--- src/rtl/divider_job_scheduler.sv ---
// divider_job_scheduler: shares one divider core between up to four requesters.
// Round-robin arbitration picks a requester, the operand pair is latched and
// issued, and the quotient/remainder (or a timeout error) is returned to the
// granted channel. Only one operation is ever in flight.
//
// Optional feature: define DIV_SCHED_ZERO_BYPASS_EN to answer a zero divisor
// directly (all-ones quotient, dividend as remainder, error flagged) without
// starting the divider. Without the macro a zero divisor is issued normally.
module divider_job_scheduler #(
  parameter int NUM_REQ     = 4,
  parameter int DATA_W      = 48,
  parameter int TIMEOUT_CYC = 255
) (
  input  logic                        clk,
  input  logic                        rst_n,
  input  logic [NUM_REQ-1:0]          req_valid,
  output logic [NUM_REQ-1:0]          req_ready,
  input  logic [NUM_REQ*2*DATA_W-1:0] req_data,
  output logic                        div_start,
  output logic [2*DATA_W-1:0]         div_operands,
  input  logic                        div_done,
  input  logic [2*DATA_W-1:0]         div_result,
  output logic [NUM_REQ-1:0]          rsp_valid,
  input  logic [NUM_REQ-1:0]          rsp_ready,
  output logic [2*DATA_W-1:0]         rsp_data,
  output logic                        rsp_err,
  output logic                        busy,
  output logic [1:0]                  grant_id
);

  localparam int PAIR_W = 2 * DATA_W;
  localparam int CNT_W  = 16;
  localparam logic [1:0] LAST_GRANT_RST = 2'(NUM_REQ - 1);
  localparam logic [CNT_W-1:0] TIMEOUT_VAL = CNT_W'(TIMEOUT_CYC);

  typedef enum logic [1:0] {
    S_IDLE  = 2'd0,
    S_ISSUE = 2'd1,
    S_WAIT  = 2'd2,
    S_RESP  = 2'd3
  } state_t;

  state_t              state_q, state_d;
  logic [CNT_W-1:0]    cnt_q, cnt_d;
  logic [1:0]          last_grant_q, last_grant_d;
  logic [1:0]          grant_id_q, grant_id_d;
  logic [PAIR_W-1:0]   operands_q, operands_d;
  logic [PAIR_W-1:0]   rsp_data_q, rsp_data_d;
  logic                rsp_err_q, rsp_err_d;

  logic                grant_found;
  logic [1:0]          grant_idx;
  logic [1:0]          cand;
  logic [NUM_REQ-1:0]  req_ready_c;
  logic [NUM_REQ-1:0]  rsp_valid_c;
  logic                div_start_c;

`ifdef DIV_SCHED_ZERO_BYPASS_EN
  logic                divisor_zero;
  assign divisor_zero = (operands_q[DATA_W-1:0] == '0);
`endif

  // Round-robin search: first valid channel above the last granted one.
  always_comb begin
    grant_found = 1'b0;
    grant_idx   = last_grant_q;
    cand        = '0;
    for (int k = 1; k <= NUM_REQ; k++) begin
      cand = 2'((int'(last_grant_q) + k) % NUM_REQ);
      if (!grant_found && req_valid[cand]) begin
        grant_found = 1'b1;
        grant_idx   = cand;
      end
    end
  end

  // Next-state logic and per-state outputs of the scheduling FSM.
  always_comb begin
    state_d      = state_q;
    cnt_d        = cnt_q;
    last_grant_d = last_grant_q;
    grant_id_d   = grant_id_q;
    operands_d   = operands_q;
    rsp_data_d   = rsp_data_q;
    rsp_err_d    = rsp_err_q;
    req_ready_c  = '0;
    rsp_valid_c  = '0;
    div_start_c  = 1'b0;

    unique case (state_q)
      S_IDLE: begin
        if (grant_found) begin
          req_ready_c[grant_idx] = 1'b1;
          operands_d             = req_data[grant_idx*PAIR_W +: PAIR_W];
          grant_id_d             = grant_idx;
          state_d                = S_ISSUE;
        end
      end

      S_ISSUE: begin
        cnt_d = '0;
`ifdef DIV_SCHED_ZERO_BYPASS_EN
        if (divisor_zero) begin
          rsp_data_d = {{DATA_W{1'b1}}, operands_q[PAIR_W-1:DATA_W]};
          rsp_err_d  = 1'b1;
          state_d    = S_RESP;
        end else begin
          div_start_c = 1'b1;
          state_d     = S_WAIT;
        end
`else
        div_start_c = 1'b1;
        state_d     = S_WAIT;
`endif
      end

      S_WAIT: begin
        cnt_d = cnt_q + 1'b1;
        // A completion in the timeout cycle still counts as a real result.
        if (div_done) begin
          rsp_data_d = div_result;
          rsp_err_d  = 1'b0;
          state_d    = S_RESP;
        end else if (cnt_q == TIMEOUT_VAL) begin
          rsp_data_d = '0;
          rsp_err_d  = 1'b1;
          state_d    = S_RESP;
        end
      end

      S_RESP: begin
        rsp_valid_c[grant_id_q] = 1'b1;
        if (rsp_ready[grant_id_q]) begin
          last_grant_d = grant_id_q;
          state_d      = S_IDLE;
        end
      end

      default: state_d = S_IDLE;
    endcase
  end

  // State and datapath registers; reset abandons any operation in flight.
  always_ff @(posedge clk or negedge rst_n) begin
    if (!rst_n) begin
      state_q      <= S_IDLE;
      cnt_q        <= '0;
      last_grant_q <= LAST_GRANT_RST;
      grant_id_q   <= '0;
      operands_q   <= '0;
      rsp_data_q   <= '0;
      rsp_err_q    <= 1'b0;
    end else begin
      state_q      <= state_d;
      cnt_q        <= cnt_d;
      last_grant_q <= last_grant_d;
      grant_id_q   <= grant_id_d;
      operands_q   <= operands_d;
      rsp_data_q   <= rsp_data_d;
      rsp_err_q    <= rsp_err_d;
    end
  end

  // The accept strobe is combinational from req_valid, so it is masked while
  // reset is held to keep every output low during reset.
  assign req_ready    = req_ready_c & {NUM_REQ{rst_n}};
  assign rsp_valid    = rsp_valid_c;
  assign div_start    = div_start_c;
  assign div_operands = operands_q;
  assign rsp_data     = rsp_data_q;
  assign rsp_err      = rsp_err_q;
  assign busy         = (state_q != S_IDLE);
  assign grant_id     = grant_id_q;

endmodule

--- config.mk ---
export PLATFORM = sky130hd
export DESIGN_NAME = divider_job_scheduler
export DESIGN_NICKNAME = d
export VERILOG_FILES = /design/src/rtl/divider_job_scheduler.sv
export SDC_FILE = /design/constraint.sdc
export NUM_CORES = 1
export LEC_CHECK = 0
export CAP_MARGIN = 0
export CORE_AREA = 2 2 268 270
export CTS_CLUSTER_DIAMETER = 40
export DETAILED_ROUTE_END_ITERATION = 7
export DIE_AREA = 0 0 270 272
export PLACE_DENSITY = 0.46
export SKIP_LAST_GASP = 1
export SYNTH_ARGS = -nofsm -noshare
export SYNTH_HDL_FRONTEND = slang
export SYNTH_SLANG_ARGS = --single-unit
--- constraint.sdc ---
create_clock -name clk -period 3.4 [get_ports clk]
set_input_delay 0.34 -clock clk [delete_from_list [all_inputs] [get_ports clk]]
set_output_delay 0.34 -clock clk [all_outputs]
set_load 0.01 [all_outputs]
==> impl_metrics.toml, run 1 <==
[run_status]
status = "finished clean"

[synth]
synth_nets = 1511
yosysWarnings = 0
ys_seq_area_frac = 0.495
avgSynthCellArea_um2 = 10.7
synthCells = 1014
syn-cell-area_mm2 = 0.0109
synth_seq_cells = 215
ys_types = 42

[drt]
routed_wl_mm = 53.8
wl_per_cell_um = 20.1
ant_nets = 0
drt_first_iter_violations = 412
via_count = 11208
drt_first_pass_iters = 4
viasPerCell = 4.19
drc = 0

[clock_tree]
clock_path_buffers = 3
htreeDepth = 2
clock_latency_ps = 600
path_clk_slew_ps = 50
cts.sinks = 215
cts_buffers = 52
cts-root-buf = "clkbuf_16"
cts_tree = "done"

[sta]
rsz0062_at_grt = "false"
setup_violations = 0
relSlewSlack = 0.231
final.setup.tns_ps = 0
finalCritPeriodShare = 0.941
post-route-min-period_ps = 3200
skew_ps = 45.2
tightest_slew_ps = 1150
final_hold_viol_count = 0
fmax_ghz = 0.313
drv_slew = 0

[placed_design]
numPlacedInstances = 2580
gp_congestion = 0.830
hpwl_mm = 39.2
numPortBuffers = 695

[power_and_ir_drop]
p_leak_nw = 8.40
ir_worst_vdd_uv = 370
powerDensity_mw_per_mm2 = 856

[floorplanning]
start_util = 0.154
die_width_um = 270
die_area_mm2 = 0.0734
core_mm2 = 0.0708
std_cell_rows = 98
ios = 696
fp.dieH_um = 272

[setup_path]
required_ps = 3060
critPathLaunchType = "flop"
r2r-start = "last_grant_q[1]"
cp_max_fo = 6
worst_ep_arrival_time_ps = 2860
endpoint_kind = "primary output"
crit_start = "last_grant_q[0]"
crit_type = "reg -> out"

[finish]
stdcell_count = 2678
n_fill_cell = 7351
fin_nets = 2184
synthToLayoutAreaGrowth_pct = 90.9
final_layout_size_suffix_gt1_frac = 0.0782

[global_routing]
overflow = 0
antenna_found_initial = 9
grt_pass1_vias = 12039
grt_pass1_wl_mm = 78.6
grt_max_degree = 130
gr-usage-all-layers = 0.141

[min_path]
worstHoldStart = "div_result[60]"
hp-class = "in -> reg"

[job]
maxCapViolations = 0
-- per-layer routing --
layer	vias up	wire length [um]	GRT usage
li1	5218	-	-
met1	5391	21000	0.159
met2	475	26600	0.246
met3	108	4300	0.0499
met4	16	1840	0.0512
met5	-	107	0
-- critical path: stages, from the launching register on --
cell	delay (ps)
dfstp_2	600
inv_1	100
a31o_1	250
a21oi_1	490
nor3_1	140
buf_4	170
clkdlybuf4s50_1	500
-- report_power, final --
group | internal (mW) | total (mW) | switching, mW
combinational | 4.09 | 8.03 | 3.94
sequential | 3.74 | 4.44 | 0.701
clock | 3.56 | 5.30 | 1.74
-- flip-flops by register name (all words and copies together) (netlist names) --
| register | count |
|---|---|
| last_grant_q | 2 |
| rsp_data | 96 |
| rsp_err | 1 |
| state_q | 2 |
| div_operands | 96 |
| grant_id | 2 |
| cnt_q | 16 |
-- what timing repair did --
action,in CTS,in global routing
buffers inserted,0,2
setup endpoints to repair,0,2
hold endpoints to repair,162,0
hold buffers,1,0
gates resized for setup,0,1
-- synth_stat cells (all sizes together) --
cell type	instances	area share
inv	11	0.0038
xor2	6	0.0048
xnor2	5	0.0040
mux4	1	0.0021
nand3	8	0.0037
o32a	1	0.00092
and3	100	0.058
a211o	1	0.00081
o21ba	1	0.00092
a211oi	192	0.14
a21oi	3	0.0014
o21ai	8	0.0040
nand4	3	0.0017
nor3b	1	0.00069
and4	1	0.00081
a22o	98	0.079
nand2b	4	0.0023
buf	29	0.019
nor4	4	0.0035
nand2	17	0.0059
a21o	1	0.00069
clkbuf	68	0.023
a22oi	1	0.0020
mux2i	98	0.090
mux2	2	0.0021
a31o	1	0.00081
o2bb2ai	1	0.00081
dfrtp	213	0.49
nor3	9	0.0041
dfstp	2	0.0048
and2	2	0.0012
or4	1	0.00069
o211ai	1	0.0012
nor2	114	0.039
ha	6	0.0069
-- through the flow --
stage                     power [mW]  hold WS (ps)   util  instance area (um^2)  setup WS, ps
after detailed placement        12.6           475  0.267                 18900           455
final                           17.8           340  0.294                 20800           201
after floorplan                 8.27          44.4      -                 10900          1110
after global placement          12.6           474  0.267                 18900           410
after CTS                       18.1           284  0.293                 20700          49.3
after global routing            18.9           305  0.294                 20800          9.13
-- final timing paths --
kind                                    end  slack, ps  depth (start not counted)
max in group asynchronous  div_operands[89]       1770                          4
min                            rsp_data[60]        340                          2
max reg2reg                div_operands[41]        750                          6
min in group asynchronous  div_operands[44]        410                          3
max                            req_ready[0]        200                          6
min reg2reg                    rsp_data[17]        500                          1
-- logic make-up (layout without fill, tap and decap cells) --
family                     count (synthesis)  count (layout)  share of synthesized area
DFF                                      215             215                      0.495
buffers and inverters                    108             821                     0.0460
adders and majority gates                  6               6                    0.00690
other                                      0               1                          0
muxes                                    101             101                     0.0943
and+or+nand+nor                          264             264                      0.121
xor gates and xnor gates                  11              11                    0.00886
AOI/OAI and AO/OA                        309             309                      0.228
-- cell usage in the layout, fill, tap and decap left out, drive strengths merged, types with 2 or more instances in the layout --
| master | instances |
|---|---|
| and3 | 100 |
| mux2 | 2 |
| o21ai | 8 |
| a21oi | 3 |
| a22o | 98 |
| dfstp | 2 |
| dfrtp | 213 |
| nor2 | 114 |
| clkinvlp | 7 |
| mux2i | 98 |
| xnor2 | 5 |
| inv | 17 |
| ha | 6 |
| nand4 | 3 |
| nand2 | 17 |
| clkinv | 12 |
| nor4 | 4 |
| nor3 | 9 |
| buf | 21 |
| nand3 | 8 |
| clkdlybuf4s50 | 693 |
| a211oi | 192 |
| nand2b | 4 |
| xor2 | 6 |
| clkbuf | 61 |
| and2 | 2 |
| bufinv | 8 |
-- layout make-up --
| class | count | area (um^2) | area share |
|---|---|---|---|
| diodes | 1 | 2.50 | 0.000121 |
| clock buffers | 61 | 1400 | 0.0672 |
| clock inverters | 33 | 485 | 0.0234 |
| inverters | 11 | 41.3 | 0.00199 |
| multi-input cells | 691 | 5050 | 0.243 |
| flip-flops and latches | 215 | 5380 | 0.259 |
| well taps | 950 | 1190 | 0.0572 |
| repair buffers | 716 | 7220 | 0.348 |
Note: power is estimated with default switching activity, not from simulation.
==> run 2: changes to the inputs <==
Clock period 3.4 ns to 3.9 ns, I/O delays scaled along.
==> run 2 against run 1 <==
Clock skew fell by 28 ps. Count of clock-buffer cells in the layout rose by 4. Sequential share of layout area barely moved. Design area is 0.13% lower. Combinational power shrank 13%. Sequential cell count unchanged. Routed wire length barely moved. Die area unchanged. Sequential power shrank 13%. Cell count fell by 0.15%. Critical endpoint is now req_ready[2].
==> impl_metrics.toml, run 2 (synthesized netlist as in run 1, its figures left out) <==
[run_status]
status = "finished clean"

[drt]
drt_first_iter_violations = 458
routed_wl_mm = 53.9
viasPerCell = 4.18
wl_per_cell_um = 20.1
ant_nets = 0
drc = 0
drt_first_pass_iters = 4
via_count = 11181

[setup_path]
critPathLaunchType = "flop"
endpoint_kind = "primary output"
cp_max_fo = 4
required_ps = 3510
crit_type = "reg -> out"
worst_ep_arrival_time_ps = 2770

[sta]
finalCritPeriodShare = 0.809
setup_violations = 0
post-route-min-period_ps = 3160
final.setup.tns_ps = 0
fmax_ghz = 0.317
skew_ps = 16.9
final_hold_viol_count = 0
relSlewSlack = 0.246
drv_slew = 0
tightest_slew_ps = 1130
rsz0062_at_grt = "false"

[floorplanning]
start_util = 0.154
fp.dieH_um = 272
die_area_mm2 = 0.0734
std_cell_rows = 98
ios = 696
die_width_um = 270
core_mm2 = 0.0708

[finish]
layout_common_cells = "clkdlybuf4s50_1 (694), dfrtp_1 (213), a211oi_1 (186)"
stdcell_count = 2674
final_area_mm2 = 0.0207
regArea_mm2 = 0.00538
fin_util = 0.293
multi_input_area_mm2 = 0.00505
fin_nets = 2176
final_layout_size_suffix_gt1_frac = 0.0744
synthToLayoutAreaGrowth_pct = 90.7
mostFrequentLayoutCell = "clkdlybuf4s50_1"
n_fill_cell = 7280

[power_and_ir_drop]
powerDensity_mw_per_mm2 = 752
clkPwrFrac = 0.301
ir_worst_vdd_uv = 345
pwr-share-comb = 0.450
swShare = 0.357
p_seq_frac = 0.248
p_leak_nw = 8.38
intPower_mw = 10.0
p_sw_mw = 5.56

[global_routing]
grt_pass1_vias = 12058
grt_max_degree = 137
grt_pass1_wl_mm = 79.6
overflow = 0
grt_use_met1 = 0.164
grt_most_used_layer = "met2"
grt_util_met3 = 0.0486
gr-usage-all-layers = 0.142
grt_use_met2 = 0.244
antenna_found_initial = 8

[min_path]
hp-class = "in -> async"

[placed_design]
place_area_mm2 = 0.0188
numPortBuffers = 695
gp_congestion = 0.832
numPlacedInstances = 2574
hpwl_mm = 38.7

[clock_tree]
ctsResizeCount = 0
cts-root-buf = "clkbuf_16"
path_clk_slew_ps = 50
clock_latency_ps = 590
cts_buffers = 52
cts.sinks = 215
clock_path_buffers = 3
htreeDepth = 2
cts_tree = "done"

[job]
maxCapViolations = 0
run 2: cell types whose count changed in the layout (fill, tap and decap cells not counted), sizes merged:
| cell | previous run | this run |
|---|---|---|
| dlymetal6s2s | 1 | 0 |
| clkdlybuf4s50 | 693 | 694 |
| inv | 17 | 14 |
| bufinv | 8 | 9 |
| buf | 21 | 13 |
| clkinv | 12 | 15 |
| clkinvlp | 7 | 4 |
| diode | 1 | 3 |
| clkbuf | 61 | 65 |
run 2: worst paths after layout:
check | start | endpoint | slack (ps) | cells after the start
hold / removal | rst_n | rsp_data[1] | 290 | 2
min in group clk | div_result[10] | rsp_data[10] | 400 | 2
hold reg to reg | rsp_data[46] | rsp_data[46] | 500 | 1
setup / recovery | state_q[1] | req_ready[2] | 740 | 7
max in group asynchronous | rst_n | div_operands[31] | 2440 | 3
setup reg to reg | cnt_q[0] | rsp_data[94] | 1020 | 6
run 2: critical path, stage by stage (launching register included):
cell and delay [ps]:
dfrtp_1 400, inv_1 130, ha_1 220, inv_1 100, nor2_4 170, nand2_1 310
nor3_1 270, clkdlybuf4s50_1 580
run 2: what timing repair did:
action	4_1_cts	5_1_grt
endpoints found under the hold margin	27	0
hold buffers	1	0
buffers inserted	0	0
run 2: layout make-up:
class	count	share of cell area
timing repair buffer	708	0.345
multi-input combinational	691	0.243
tap	950	0.0573
clock inverter	31	0.0227
sequential	215	0.260
antenna	3	0.000362
inverter	11	0.00199
clock buffer	65	0.0694
run 2: power groups by stage:
| stage | logic, mW | clock network [mW] | registers (mW) |
|---|---|---|---|
| after floorplan | 2.96 | 0 | 4.25 |
| after global placement | 7.12 | 0 | 3.87 |
| after detailed placement | 7.15 | 0 | 3.89 |
| after CTS | 7.17 | 4.82 | 3.89 |
| after global routing | 7.59 | 4.94 | 4.01 |
| final | 7.02 | 4.70 | 3.87 |
run 2: stage by stage:
stage          hold WS [ps]  total power [mW]  setup WS [ps]
2_1_floorplan          94.4              7.21           1560
3_3_place_gp            286              11.0            867
3_5_place_dp            279              11.0            855
4_1_cts                 245              15.9            668
5_1_grt                 276              16.5            605
6_report                288              15.6            743
run 2: routing by layer:
metal / up-vias / routed length [um]
li1: 5194 / -
met1: 5398 / 21300
met2: 468 / 26500
met3: 111 / 4380
met4: 10 / 1640
met5: - / 59
